===== src/rtl/erec_pkg.sv =====
// Shared widths, recovery-level encoding and ep mask helper for the
// error-recovery stage of the approximate multiplier.
package erec_pkg;

   localparam int unsigned G_LSB  = 1;
   localparam int unsigned G_MSB  = 31;
   localparam int unsigned EP_LSB = 9;
   localparam int unsigned EP_MSB = 24;
   localparam int unsigned P_W    = 32;

   localparam int unsigned G_W  = G_MSB - G_LSB + 1;
   localparam int unsigned EP_W = EP_MSB - EP_LSB + 1;
   localparam int unsigned H_W  = P_W / 2;

   typedef enum logic [1:0] {
      REC_NONE  = 2'd0,
      REC_TOP8  = 2'd1,
      REC_TOP12 = 2'd2,
      REC_FULL  = 2'd3
   } rec_level_e;

   // Bit k of the mask selects ep[k+EP_LSB]; deeper levels reach further down.
   function automatic logic [EP_W-1:0] ep_mask(input rec_level_e lvl);
      logic [EP_W-1:0] m;
      case (lvl)
         REC_TOP8:  m = 16'hFF00;
         REC_TOP12: m = 16'hFFF0;
         REC_FULL:  m = 16'hFFFF;
         default:   m = 16'h0000;
      endcase
      return m;
   endfunction

endpackage


===== src/rtl/erec_pipe_reg.sv =====
// Valid/ready register slice: captures payload when loaded with a valid beat,
// holds it under stall.
module erec_pipe_reg #(
   parameter int unsigned W = 8
) (
   input  logic         clk_i,
   input  logic         rst_i,
   input  logic         load_i,
   input  logic         valid_i,
   input  logic [W-1:0] data_i,
   output logic         valid_o,
   output logic [W-1:0] data_o
);

   logic         valid_q;
   logic [W-1:0] data_q;

   always_ff @(posedge clk_i) begin
      if (rst_i) begin
         valid_q <= 1'b0;
         data_q  <= '0;
      end else if (load_i) begin
         valid_q <= valid_i;
         if (valid_i) begin
            data_q <= data_i;
         end
      end
   end

   assign valid_o = valid_q;
   assign data_o  = data_q;

endmodule


===== src/rtl/error_recovery_stage.sv =====
// Final multiplier stage: adds a level-selected slice of the error vector back
// onto the approximate sum through a two-stage carry-split pipeline.
module error_recovery_stage
   import erec_pkg::*;
#(
   parameter int unsigned CNT_W = 16
) (
   input  logic             clk,
   input  logic             rst,
   input  logic             in_valid,
   output logic             in_ready,
   input  logic [G_W-1:0]   in_g,
   input  logic [EP_W-1:0]  in_ep,
   input  logic             in_p0,
   input  logic [1:0]       rec_level,
   output logic             out_valid,
   input  logic             out_ready,
   output logic [P_W-1:0]   out_p,
   output logic             out_ovf,
   output logic [CNT_W-1:0] rec_count
);

   // Stage 1 payload: {lo sum, c16, A hi, B hi}; stage 2 payload: {ovf, product}.
   localparam int unsigned S1_W = 3 * H_W + 1;
   localparam int unsigned S2_W = P_W + 1;

   logic [EP_W-1:0]  masked_ep;
   logic [P_W-1:0]   a_op;
   logic [P_W-1:0]   b_op;
   logic [H_W:0]     lo_sum;
   logic [H_W:0]     hi_sum;
   logic [H_W-1:0]   lo_q;
   logic             c16_q;
   logic [H_W-1:0]   a_hi_q;
   logic [H_W-1:0]   b_hi_q;
   logic [S1_W-1:0]  s1_d;
   logic [S1_W-1:0]  s1_q;
   logic [S2_W-1:0]  s2_d;
   logic [S2_W-1:0]  s2_q;
   logic             v1;
   logic             v2;
   logic             ld1;
   logic             ld2;
   logic             accept;
   logic [CNT_W-1:0] cnt_d;
   logic [CNT_W-1:0] cnt_q;

   assign ld2      = !v2 || out_ready;
   assign ld1      = !v1 || ld2;
   assign in_ready = ld1;
   assign accept   = in_valid && in_ready;

   always_comb begin
      masked_ep = in_ep & ep_mask(rec_level_e'(rec_level));
      a_op      = {in_g, in_p0};
      b_op      = '0;
      // ep[i] carries weight 2^(i+1).
      b_op[EP_MSB+1:EP_LSB+1] = masked_ep;
      lo_sum    = {1'b0, a_op[H_W-1:0]} + {1'b0, b_op[H_W-1:0]};
      s1_d      = {lo_sum[H_W-1:0], lo_sum[H_W], a_op[P_W-1:H_W], b_op[P_W-1:H_W]};
   end

   erec_pipe_reg #(
      .W (S1_W)
   ) u_stage1 (
      .clk_i   (clk),
      .rst_i   (rst),
      .load_i  (ld1),
      .valid_i (accept),
      .data_i  (s1_d),
      .valid_o (v1),
      .data_o  (s1_q)
   );

   always_comb begin
      lo_q   = s1_q[S1_W-1 -: H_W];
      c16_q  = s1_q[2*H_W];
      a_hi_q = s1_q[2*H_W-1 -: H_W];
      b_hi_q = s1_q[H_W-1:0];
      hi_sum = {1'b0, a_hi_q} + {1'b0, b_hi_q} + {{H_W{1'b0}}, c16_q};
      s2_d   = {hi_sum[H_W], hi_sum[H_W-1:0], lo_q};
   end

   erec_pipe_reg #(
      .W (S2_W)
   ) u_stage2 (
      .clk_i   (clk),
      .rst_i   (rst),
      .load_i  (ld2),
      .valid_i (v1),
      .data_i  (s2_d),
      .valid_o (v2),
      .data_o  (s2_q)
   );

   assign out_valid = v2;
   assign out_p     = s2_q[P_W-1:0];
   assign out_ovf   = s2_q[P_W];

   always_comb begin
      cnt_d = cnt_q;
      if (accept && (|masked_ep) && !(&cnt_q)) begin
         cnt_d = cnt_q + CNT_W'(1);
      end
   end

   always_ff @(posedge clk) begin
      if (rst) begin
         cnt_q <= '0;
      end else begin
         cnt_q <= cnt_d;
      end
   end

   assign rec_count = cnt_q;

endmodule


===== config.mk =====
export PLATFORM = sky130hd
export DESIGN_NAME = error_recovery_stage
export DESIGN_NICKNAME = d
export VERILOG_FILES = /design/src/rtl/erec_pkg.sv /design/src/rtl/erec_pipe_reg.sv /design/src/rtl/error_recovery_stage.sv
export SDC_FILE = /design/constraint.sdc
export NUM_CORES = 1
export LEC_CHECK = 0
export ABC_AREA = 1
export CORE_MARGIN = 3
export CORE_UTILIZATION = 46
export CTS_CLUSTER_SIZE = 28
export DETAILED_ROUTE_END_ITERATION = 10
export GPL_TIMING_DRIVEN = 0
export PLACE_DENSITY = 0.76
export SETUP_SLACK_MARGIN = 0.2
export SLEW_MARGIN = 20
export SYNTH_ARGS = -nofsm -noshare
export SYNTH_HDL_FRONTEND = slang
export SYNTH_SLANG_ARGS = --single-unit

===== constraint.sdc =====
create_clock -name clk -period 1.9 [get_ports clk]
set_input_delay 0.38 -clock clk [delete_from_list [all_inputs] [get_ports clk]]
set_output_delay 0.38 -clock clk [all_outputs]
set_load 0.03 [all_outputs]

==> Word level (Yosys, flattened, before mapping) <==
Index checks and enable logic that the tools add are counted.
Widths: inputs -> output; s select.
{ "totals": {"latch_bits": 0, "regBits": 94, "n_memories": 0, "output_inout_bits": 51, "mem_bits_rw": 0, "elab_cells": 26, "mem_bits_ro": 0} }
{ "op_classes": {"reduce_logical": 12, "n_mux": 1, "add_sub_neg": 4, "multipliers": 0, "bitwise": 1, "magnitude_cmp": 0, "div": 0, "n_eq_ne": 3, "n_shift": 0} }
{ "ops": {"columns": ["cell", "count"], "rows": [
  ["$pmux 16 s3", 1],
  ["$add 16x10->17", 1],
  ["$add 16x16->17", 1],
  ["$add 17x1->17", 1],
  ["$add 16x1->16 const B", 1],
  ["$and 16x16->16", 1],
  ["$reduce_and 16->1", 1],
  ["$reduce_or 16->1", 1],
  ["$eq 2x2->1 const B", 2],
  ["$reduce_and 2->1", 2],
  ["$logic_and 1x1->1", 3],
  ["$logic_not 1->1", 3],
  ["$eq 2x1->1 const B", 1],
  ["$logic_or 1x1->1", 2]
]} }

==> Logic depth before layout (Yosys ltp) <==
{ "depth": {"depth_word": 6, "depth_mapped": 12, "depth_no_buf": 12} }

==> Cells and area by module <==
From an unflattened synthesis, not the netlist that was laid out.
{ "hier_totals": {"hier_cells": 895, "area_unflattened_um2": 5669.2} }
{ "by_module_without_submodules": {"columns": ["module", "area_per_inst_um2", "n_inst", "cells_per_inst", "seq_area_each_um2"], "rows": [
  ["error_recovery_stage", 2232.1, 1, 366, 320.3],
  ["erec_pipe_reg at u_stage1", 2035.7, 1, 315, 1001.0],
  ["erec_pipe_reg at u_stage2", 1401.3, 1, 214, 680.7]
]} }

==> Worst setup path before layout <==
No wires, ideal clock.
{ "synth_path": {"path_kind": "reg-to-reg", "startpoint": "reg u_stage1.data_q[0] (netlist: u_stage1.data_o[0])", "endpoint": "reg u_stage2.data_q[24] (netlist: u_stage2.data_o[24])", "t_arrival_ps": 1821, "path_stages_with_launch": 11, "path_slack_ps": -34, "t_required_ps": 1786, "path_buffers": 0, "setup_ps": 114, "cell_sequence": "dfxtp_1 -> fa_1 -> fa_1 -> nand2_1 -> nand2_1 -> and2_1 -> nand2_1 -> nand2_1 -> xor2_1 -> o21bai_1 -> inv_1"} }
{ "synth_via": {"elab_chain_cells": 2} }
{ "synth_rtl": {"columns": ["item", "line_no", "rtl"], "rows": [
  ["from (decl)", "erec_pipe_reg.sv:16", "logic [W-1:0] data_q;"],
  ["from (signal assigned)", "erec_pipe_reg.sv:25", "data_q <= data_i;"],
  ["$add 16x10->17", "error_recovery_stage.sv:80", "hi_sum = {1'b0, a_hi_q} + {1'b0, b_hi_q} + {{H_W{1'b0}}, c16_q};"],
  ["$add 17x1->17", "error_recovery_stage.sv:80", null],
  ["to (signal assigned)", "erec_pipe_reg.sv:25", null],
  ["to (decl)", "erec_pipe_reg.sv:16", null]
]} }
No other way between the ends.
A chain may end at the register's enable or synchronous reset.

==> Worst setup path after layout <==
{ "layout_path": {"startpoint": "reg u_stage1.data_q[0] (netlist: u_stage1.data_o[0])", "endpoint": "reg u_stage2.data_q[20] (netlist: u_stage2.data_o[20])"} }
Same word-level chain as after synthesis.

==> flow_summary.toml <==
[status]
status = "finished with violations"
violations = "setup timing"

[critical_path]
worstPathArrival_ns = 2.21
startpoint_type = "flip-flop"
setup.worst_path.class = "flip-flop to flip-flop"
worstPathMaxFanout = 3
reg2reg_depth = 9
cp-end-kind = "flip-flop"
startpoint = "u_stage1.data_o[0]"
r2r-start = "u_stage1.data_o[0]"
cp.required_ns = 2.16

[yosys]
synth-seq-cells = 94
synth_top_area_cell = "dfxtp_1"
synth_top_area_share_pct = 38.1
syn_area_sq_mm = 0.00494
avgSynthCellArea_sq_um = 7.01
syn_nets = 778
syn_inst = 705
yosys_warnings = 0
synthTopCellsByArea = "dfxtp_1, nor2_1, nand2_1, o21ai_0, inv_1"
yosysSeqAreaShare_pct = 38.1
synth_cell_types = 38

[power_and_ir_drop]
power_frac_seq_pct = 46.5
power.leakage_uw = 0.00318
ir_drop_mv = 0.445
p_sw_uw = 1390
power_frac_comb_pct = 21.0
p_per_area_mw_per_mm2 = 687
power_uw = 4680
clkPwrFrac_pct = 32.5
swShare_pct = 29.6
p_int_uw = 3300

[cells_and_area]
final_cells = 976
final_common_cell = "nor2_1"
num_antenna_cells = 0
final_cell_mix = "nor2_1, nand2_1, dfxtp_1"
syn2layout_area_growth_pct = 37.9
fin_util_pct = 65.7
drive_gt1_share_pct = 19.3
finalNetCount = 908

[grt]
grt_max_degree = 17
grt_pass1_vias = 4629
antenna_found_initial = 0
grt_pass1_wl_microns = 22400
grt-ovfl-total = 0
track_usage_pct = 24.1

[place]
portBuffers = 103
place_ws_ns = -0.515
gp_congestion = 0.929
dp.cells = 944
hpwl_microns = 10900

[die]
die_h_microns = 110
die_x_microns = 110
io_pins = 105
core.rowCount = 37
dieArea_sq_mm = 0.0120
start_util_pct = 47.6
core_area_sq_mm = 0.0104

[timing]
hold_ws_ns = 0.427
worstMarginPinSlew_ns = 0.694
final.min_clock_period_ns = 1.95
setup_viol = 4
fin_ws_ns = -0.0516
slew_viol_final = 0
finalHoldViolCount = 0
relSlewSlack_pct = 53.7
period_share_pct = 103
rsz0062_at_grt = "yes"
fmax_ghz = 0.512
fin_skew_ns = 0.00867

[cts]
htreeDepth = 3
cts_tree = "built"
cts.sinks = 94
cts_buffer_depth = 2
insertion_delay_ns = 0.36
cts_root_buf = "clkbuf_8"
cts_buffers = 9
clk_pin_slew_ns = 0.09

[detailed_routing]
first_pass_iters = 5
drcViolationCount = 0
finalWirelength_microns = 14400
drtAntennaViolNets = 0
drtIter0Drc = 274
wire_per_inst_microns = 14.8
num_vias = 5104
viasPerCell = 5.23

[worst_hold_path]
min_path_cells = 3
hold_path.class = "input port to flip-flop"
hp-start = "rec_level[1]"

[run]
maxCapViolCount = 0
[power groups by stage]
stage,Sequential [uW],Clock (uW),Combinational [uW]
after floorplan,2310,0,442
after global placement,2220,0,894
after detailed placement,2220,0,909
after CTS,2170,1540,906
after global routing,2190,1640,1080
final,2180,1520,982
[cells by family after synthesis]
| logic type | Yosys count | synth area share (%) |
|---|---|---|
| and+or+nand+nor | 351 | 31.6 |
| AOI/OAI and AO/OA | 130 | 14.4 |
| buffers and inverters | 98 | 8.36 |
| DFF | 94 | 38.1 |
| adders and majority gates | 19 | 5.27 |
| xor gates and xnor gates | 13 | 2.30 |
[final cells by class]
type / count / area [sq um]
buffer: 31 / 208
sequential: 94 / 1890
multi-input combinational: 513 / 2970
clock buffer: 11 / 141
fill: 942 / 3560
tap: 136 / 170
timing repair buffer: 119 / 1090
clock inverter: 5 / 88.8
inverter: 67 / 253
[routing by layer]
metal | vias to the layer above | share of wire [%] | track usage, %
met1 | 2363 | 47 | 33.7
met2 | 176 | 46 | 38.5
li1 | 2548 | - | -
met5 | - | 0 | 0
met4 | 0 | 1.5 | 7.21
met3 | 17 | 6.4 | 3.64
[cells in the mapped netlist (all sizes together)]
cell / n
nor2: 150
nand2: 126
dfxtp: 94
o21ai: 78
inv: 66
a21oi: 44
nand3: 36
nand4: 25
clkbuf: 20
ha: 16
buf: 11
xor2: 9
or2: 4
xnor2: 4
and2: 3
fa: 3
nand3b: 3
nor3: 3
o211ai: 3
o21bai: 3
a21boi: 1
a31oi: 1
and3: 1
clkinv: 1
[worst paths after layout]
path,slack [ns],end
max reg2reg,-0.05,u_stage2.data_o[20]
max,-0.05,u_stage2.data_o[20]
min,0.43,u_stage1.data_o[0]
min reg2reg,0.48,u_stage2.data_o[6]
[worst max-delay path: stages (launching register included)]
cell	delay, ns
dfxtp_2	0.34
fa_2	0.40
fa_2	0.36
nand2_2	0.08
nand2_2	0.06
and2_4	0.17
buf_6	0.12
xor2_2	0.13
o21ai_1	0.13
inv_1	0.05
[state kept, by name (all words and copies together) (netlist names)]
register / cells
u_stage2.valid_o: 1
u_stage2.data_o: 33
rec_count: 16
u_stage1.valid_o: 1
u_stage1.data_o: 43
[timing repair]
action                     4_1_cts  5_1_grt
setup endpoints to repair      137       85
pin swaps                        8       26
hold buffers                     0        0
gates resized for setup         79       95
setup buffers                    9        7
[through the flow]
step / instance area, sq um / TNS, ns
after floorplan: 4970 / 0
after detailed placement: 6180 / -24.61
after global routing: 6810 / -0.599
final: 6810 / -0.105
after CTS: 6480 / -0.0284
after global placement: 6180 / -21.94
(Power assumes the default switching activity.)
